--- src/rtl/seg_scan_driver_pkg.sv ---
// Shared constants and active-low hex-to-segment decode for the digit scan driver.
package seg_scan_driver_pkg;

    localparam int DIGITS = 4;
    localparam int IDX_W = $clog2(DIGITS);
    localparam logic [6:0] SEG_BLANK = 7'b1111111;
    localparam logic [3:0] ANODE_OFF = 4'b1111;

    // Segment pattern is {g,f,e,d,c,b,a}, a lit segment is 0.
    function automatic logic [6:0] seg_decode(input logic [3:0] code);
        logic [6:0] seg;
        case (code)
            4'h0: seg = 7'b1000000;
            4'h1: seg = 7'b1111001;
            4'h2: seg = 7'b0100100;
            4'h3: seg = 7'b0110000;
            4'h4: seg = 7'b0011001;
            4'h5: seg = 7'b0010010;
            4'h6: seg = 7'b0000010;
            4'h7: seg = 7'b1111000;
            4'h8: seg = 7'b0000000;
            4'h9: seg = 7'b0010000;
            4'hA: seg = 7'b0001000;
            4'hB: seg = 7'b0000011;
            4'hC: seg = 7'b1000110;
            4'hD: seg = 7'b0100001;
            4'hE: seg = 7'b0000110;
            default: seg = 7'b0001110;
        endcase
        return seg;
    endfunction

endpackage

--- src/rtl/seg_scan_driver_hex_decode.sv ---
// Combinational 4-bit code to active-low seven-segment pattern.
module seg_hex_decode
    import seg_scan_driver_pkg::*;
(
    input  logic [3:0] code_i,
    output logic [6:0] seg_o
);

    assign seg_o = seg_decode(code_i);

endmodule

--- src/rtl/seg_scan_driver.sv ---
// Four-digit time-multiplexed seven-segment driver with frame-synchronous
// double-buffered updates, per-digit blanking and a dark guard at each slot start.
module seg_scan_driver
    import seg_scan_driver_pkg::*;
#(
    parameter int REFRESH_DIV = 100000,
    parameter int GUARD       = 2000
) (
    input  logic                  clk,
    input  logic                  rst,
    input  logic [DIGITS*4-1:0]   digits_in,
    input  logic [DIGITS-1:0]     valid_in,
    input  logic                  load,
    output logic [6:0]            led,
    output logic [DIGITS-1:0]     anode,
    output logic                  frame_done
);

    localparam int PW = $clog2(REFRESH_DIV);
    localparam logic [PW-1:0] TC_VAL    = PW'(REFRESH_DIV - 1);
    localparam logic [PW-1:0] GUARD_VAL = PW'(GUARD);
    localparam logic [IDX_W-1:0] LAST_IDX = IDX_W'(DIGITS - 1);

    logic [PW-1:0]          presc_q, presc_d;
    logic [IDX_W-1:0]       idx_q, idx_d;
    logic [DIGITS*4-1:0]    disp_q, disp_d, pend_q, pend_d;
    logic [DIGITS-1:0]      val_q, val_d, pval_q, pval_d;
    logic                   pflag_q, pflag_d;
    logic [6:0]             led_q, led_d;
    logic [DIGITS-1:0]      anode_q, anode_d;
    logic                   fd_q, fd_d;

    logic                   tc, boundary;
    logic [3:0]             cur_digit;
    logic [6:0]             cur_seg;

    assign tc        = (presc_q == TC_VAL);
    assign boundary  = tc && (idx_q == LAST_IDX);
    assign cur_digit = disp_q[{idx_q, 2'b00} +: 4];

    seg_hex_decode u_dec (
        .code_i (cur_digit),
        .seg_o  (cur_seg)
    );

    always_comb begin
        presc_d = tc ? '0 : presc_q + 1'b1;
        idx_d   = tc ? idx_q + 1'b1 : idx_q;
        disp_d  = disp_q;
        val_d   = val_q;
        pend_d  = pend_q;
        pval_d  = pval_q;
        pflag_d = pflag_q;
        fd_d    = boundary;

        // A load landing on the boundary itself bypasses the pending buffer.
        if (boundary) begin
            if (load) begin
                disp_d  = digits_in;
                val_d   = valid_in;
                pflag_d = 1'b0;
            end else if (pflag_q) begin
                disp_d  = pend_q;
                val_d   = pval_q;
                pflag_d = 1'b0;
            end
        end else if (load) begin
            pend_d  = digits_in;
            pval_d  = valid_in;
            pflag_d = 1'b1;
        end

        anode_d = ANODE_OFF;
        led_d   = SEG_BLANK;
        if (presc_q >= GUARD_VAL) begin
            anode_d = ~(DIGITS'(1) << idx_q);
            if (val_q[idx_q]) begin
                led_d = cur_seg;
            end
        end
    end

    always_ff @(posedge clk) begin
        if (rst) begin
            presc_q <= '0;
            idx_q   <= '0;
            disp_q  <= '0;
            val_q   <= '0;
            pend_q  <= '0;
            pval_q  <= '0;
            pflag_q <= 1'b0;
            led_q   <= SEG_BLANK;
            anode_q <= ANODE_OFF;
            fd_q    <= 1'b0;
        end else begin
            presc_q <= presc_d;
            idx_q   <= idx_d;
            disp_q  <= disp_d;
            val_q   <= val_d;
            pend_q  <= pend_d;
            pval_q  <= pval_d;
            pflag_q <= pflag_d;
            led_q   <= led_d;
            anode_q <= anode_d;
            fd_q    <= fd_d;
        end
    end

    assign led        = led_q;
    assign anode      = anode_q;
    assign frame_done = fd_q;

endmodule

--- config.mk ---
export PLATFORM = sky130hd
export DESIGN_NAME = seg_scan_driver
export DESIGN_NICKNAME = d
export VERILOG_FILES = /design/src/rtl/seg_scan_driver_pkg.sv /design/src/rtl/seg_scan_driver_hex_decode.sv /design/src/rtl/seg_scan_driver.sv
export SDC_FILE = /design/constraint.sdc
export NUM_CORES = 1
export LEC_CHECK = 0
export CORE_MARGIN = 3
export CORE_UTILIZATION = 28
export CTS_CLUSTER_SIZE = 8
export DETAILED_ROUTE_END_ITERATION = 10
export PLACE_DENSITY = 0.51
export RECOVER_POWER = 100
export SLEW_MARGIN = 20
export SYNTH_ARGS = -nofsm -noshare
export SYNTH_HDL_FRONTEND = slang
export SYNTH_SLANG_ARGS = --single-unit
--- constraint.sdc ---
create_clock -name clk -period 3.8 [get_ports clk]
set_input_delay 0.76 -clock clk [delete_from_list [all_inputs] [get_ports clk]]
set_output_delay 0.76 -clock clk [all_outputs]
set_load 0.005 [all_outputs]
# After elaboration in Yosys (flattened, before gate mapping)

Memories as Yosys holds them, arrays and structs flattened. A register that Yosys moved wholly into a read port is not among the register bits.
Cells that the tools add are included.
W data, S select, Z words.

Memories kept: 1
Memory bits (read-only): 112
Flip-flop bits (word level): 65
Output and inout bits: 12

Bitwise gates (word level): 4
Mux-type cells: 6
Shifts and indexed selects: 2
Reduce and logical (&&, ||, !) cells: 8
Order comparisons: 2
Add/subtract/negate cells: 2
Eq/ne operators: 2

Memory list:

| name             | words | width | rd ports | clocked after Yosys merged registers in | write ports | RTL line                  | text |
|---|---|---|---|---|---|---|---|
| (name not given) | 16    | 7     | 1        | 1                                       | 0           | seg_scan_driver_pkg.sv:12 | `case (code)` |

Operator list:

| kind                    | number |
|---|---|
| $mux W16                | 2 |
| $add A17 B1 Y17 const B | 1 |
| $eq A17 B17 Y1 const B  | 1 |
| $ge A17 B11 Y1 const B  | 1 |
| $shiftx A16 B5 Y4       | 1 |
| $mux W4                 | 2 |
| $reduce_or A2 Y1        | 3 |
| $not A4 Y4              | 1 |
| $reduce_and A2 Y1       | 2 |
| $shl A1 B2 Y4 const A   | 1 |
| $lt A2 B3 Y1 const B    | 1 |
| $not A1 Y1              | 3 |
| $reduce_or A3 Y1        | 1 |
| $add A2 B1 Y2 const B   | 1 |
| $bmux W1 S2             | 1 |
| $eq A2 B2 Y1 const B    | 1 |
| $reduce_bool A2 Y1      | 1 |
| $logic_and A1 B1 Y1     | 1 |
| $mux W1                 | 1 |

# Logic depth before layout (Yosys ltp)

Word-level depth: 4
Mapped depth: 8

# Cells and area by module

A second synthesis with hierarchy kept.

Cell total of the unflattened synthesis: 419
Area, all modules: 3,990.1 sq um

Modules (own cells, without submodules):

| module          | instances | cells an instance | area each (sq um) |
|---|---|---|---|
| seg_scan_driver | 1         | 387               | 3,714.8 |
| seg_hex_decode  | 1         | 32                | 275.3 |

# Worst setup path before layout

No wires, ideal clock.

Path type: register to register
Start: reg idx_q[0]
End: reg led_q[3] (netlist: led[3])
Cell stages (with the launch flop): 8
Setup time: 0.062 ns
Arrival: 2.157 ns
Required time: 3.738 ns
Setup slack: 1.581 ns
Path buffers: 1
Path through: dfxtp_1 buf_2 mux4_2 inv_1 ha_1 mux2_2 mux2_2 nand3_1

Longest elaborated chain between the ends: 4

Ends and longest elaborated chain:

| item                              | RTL line              | text |
|---|---|---|
| start, declared                   | seg_scan_driver.sv:25 | `logic [IDX_W-1:0] idx_q, idx_d;` |
| start signal, assigned            | seg_scan_driver.sv:97 | `idx_q <= idx_d;` |
| $bmux W1 S2                       | seg_scan_driver.sv:77 | `if (val_q[idx_q]) begin` |
| $mux W1 (implied by the code)     | seg_scan_driver.sv:77 |  |
| $not A1 Y1 (no source line)       | n/a                   |  |
| $reduce_or A3 Y1 (no source line) | n/a                   |  |
| end, declared                     | seg_scan_driver.sv:29 | `logic [6:0] led_q, led_d;` |

Parallel ways exist; a longest one is shown, timed or not. The select of a mux whose other input is x is not followed.
A chain may end at the register's enable or synchronous reset.

==> metrics.md <==
| Metric | Value |
|---|---|
| Asr flop ratio synth | 0% |
| CTS tree | yes |
| Final setup viols | 0 |
| Crit path capture type | register |
| Worst hold slack | 482 ps |
| Total CTS buffers | 9 |
| Layout Utilization | approximately 34% |
| Endpoints failing hold | 0 |
| # H-tree levels | 3 |
| CP Class | in -> reg |
| Total gr overflow | 0 |
| Rel. slew slack | 9.58% |
| WL/cell | 16.1 um |
| Syn_area_per_cell | 8.88 um2 |
| Largest net degree at the start of global routing | 41 |
| Drt first pass iters | 4 |
| Number of synthesized flops with an enable pin | 0 |
| Placed cells | roughly 630 |
| Max Cap Viol | 0 |
| Hold Crit Class | reg -> reg |
| Worst endpoint data arrival time | 3110 ps |
| Slew Viols, Final | 0 |
| Leakage power | roughly 0.0015 uW |
| Clk sinks | 72 |
| GPL Wtd Cong | 0.773 |
| Clock skew | 8.22 ps |
| Commonest cells after routing, fill and taps aside | dfxtp_1 (72), nand2_1 (50), o311ai_0 (39), mux2i_1 (27), nor2_1 (24) |
| Worst skew pair latency | 330 ps |
| DIE HEIGHT | 126 um |
| Fillers | 1453 |
| Register area share after synthesis | 35.6% |
| Starting density of the core | 28.9% |
| Initial antenna violation count | 0 |
| Most common cell after layout, fill and taps aside | dfxtp_1 |
| Pwr Density | 377 mW/mm2 |
| Ant. Diodes | 0 |
| Cell variety after synth | 44 |
| Commonest register cell after synthesis | dfxtp_1 |
| Ys Warns | 0 |
| Critical path launch point type | input pin |
| Via density | around 5.5 |
| WL final | 10500 um |
| Worst EP required | just under 4000 ps |
| Resized Gates After CTS | 0 |
| Die area | between 0.015 and 0.02 mm2 |
| Num rows | 43 |
| Initial DRC Count | 261 |
| Post-Synthesis Cells | 456 |
| Final Instance Area | approximately 0.0048 mm2 |
| RSZ-0062 raised after global routing | no |
| # IOs | 35 |
| Seq cells post-synth | 72 |
| Routed Antenna Nets | 0 |
| Layout area overhead | 18.2% |
| Crit path max fanout | 31 |
| Fmax | 337 MHz |
| Cts hold-fix bufs | 0 |
| Layout Cells excl Fill | 649 |
| Clock Tree Buf Depth | 2 |
| Share of layout cells above drive strength 1 | between 8 and 9% |
| Global-route wire length before repair | 17600 um |
| Slew @ Worst Pin | 1360 ps |
| Dpl hpwl | approximately 6900 um |
| Post-Syn Area | slightly above 0.004 mm2 |
| Tcrit/Tclk final | 78.1% |
| Core box area | 0.0140 mm2 |
| Net count after synthesis | 491 |
| Postcts setup bufs | 0 |
| Final Critical Period | 2970 ps |
| Nets | 499 |
| DR vias | about 3600 |
| Post-place instance area | roughly 0.0045 mm2 |
| Gr usage total | about an eighth |
| Setup TNS | 0 ps |
| Status | complete, no violations |
| Max IR drop VDD | 0.221 mV |
| IO buf count | 34 |
| Die Wd | approximately 130 um |
| Clk root buf | clkbuf_16 |
| CTS clock-pin slew for the worst setup and hold paths | 60 ps |
| DRC errors left | 0 |
| Number of global-route vias before repair | 3472 |
## cell type report
class | count | area, um2 | area share, %
flip-flops and latches | 72 | 1440 | 30.1
repair buffers | 45 | 408 | 8.53
inverters | 11 | 41.3 | 0.863
well taps | 180 | 225 | 4.71
clock buffers | 11 | 253 | 5.28
clock inverters | 5 | 55.1 | 1.15
multi-input cells | 325 | 2360 | 49.3
## power by group
group          switching [uW]  leakage (uW)  internal, uW  total (uW)
Clock                     332      0.000148           542         874
Sequential               16.6      0.000587           779         796
Combinational            73.8      0.000757          59.2         133
## Yosys cell counts (all sizes together) (6+ instances only)
| cell type | instances | area, um2 |
|---|---|---|
| a21oi | 6 | 30.0 |
| a31oi | 20 | 125 |
| buf | 8 | 57.6 |
| clkbuf | 40 | 150 |
| dfxtp | 72 | 1440 |
| ha | 12 | 150 |
| inv | 11 | 41.3 |
| mux2i | 27 | 270 |
| nand2 | 50 | 188 |
| nand3 | 10 | 50.1 |
| nor2 | 24 | 90.1 |
| nor3b | 22 | 165 |
| o21ai | 10 | 50.0 |
| o311ai | 40 | 350 |
| o41ai | 20 | 175 |
| or4 | 23 | 176 |
| xnor2 | 9 | 78.8 |
## flip-flops by register name (all words and copies together) (netlist names)
signal / count
val_q: 4
pend_q: 16
pflag_q: 1
idx_q: 2
frame_done: 1
led: 7
pval_q: 4
anode: 4
disp_q: 16
presc_q: 17
## per-layer routing
layer  part of all wire, %  GRT usage (%)  wire length (um)
met1                    50           18.5              5250
met2                    44           20.3              4620
met3                   4.2           3.31               444
met4                   1.4           4.42               143
met5                     0              0                 0
## worst paths after layout
path	startpoint	end	cells past startpoint	slack (ps)
worst min-delay path	presc_q[0]$_SDFF_PP0_	presc_q[0]$_SDFF_PP0_	1	480
worst max-delay path	rst	pend_q[2]$_SDFFE_PP0P_	5	830
worst min register to register	presc_q[0]$_SDFF_PP0_	presc_q[0]$_SDFF_PP0_	1	480
worst max register to register	presc_q[11]$_SDFF_PP0_	pend_q[2]$_SDFFE_PP0P_	6	1120
## cell families (layout without fill, tap and decap cells)
kind of cell             count (synthesis)  in the layout  synth area share (%)
AND/OR/NAND/NOR                        157            157                  21.0
AO/OA/AOI/OAI                          108            108                  20.7
flip-flops                              72             72                  35.6
buffers and inverters                   59             72                  6.15
multiplexers                            35             35                  10.0
XOR/XNOR                                13             13                  2.81
adder cells (fa/ha/maj)                 12             12                  3.71
## worst max-delay path: stages
cell and delay (ps):
clkbuf_1 830, clkbuf_1 1070, nor3b_1 110, a31oi_1 190
o311ai_0 140
## metrics by stage
stage               total power (uW)  worst slack [ps]
floorplan                        894              1580
global placement                 946              1220
detailed placement               950              1130
CTS                             1830              1110
global route                    1870               583
finish                          1800               834
(Power assumes the default switching activity.)
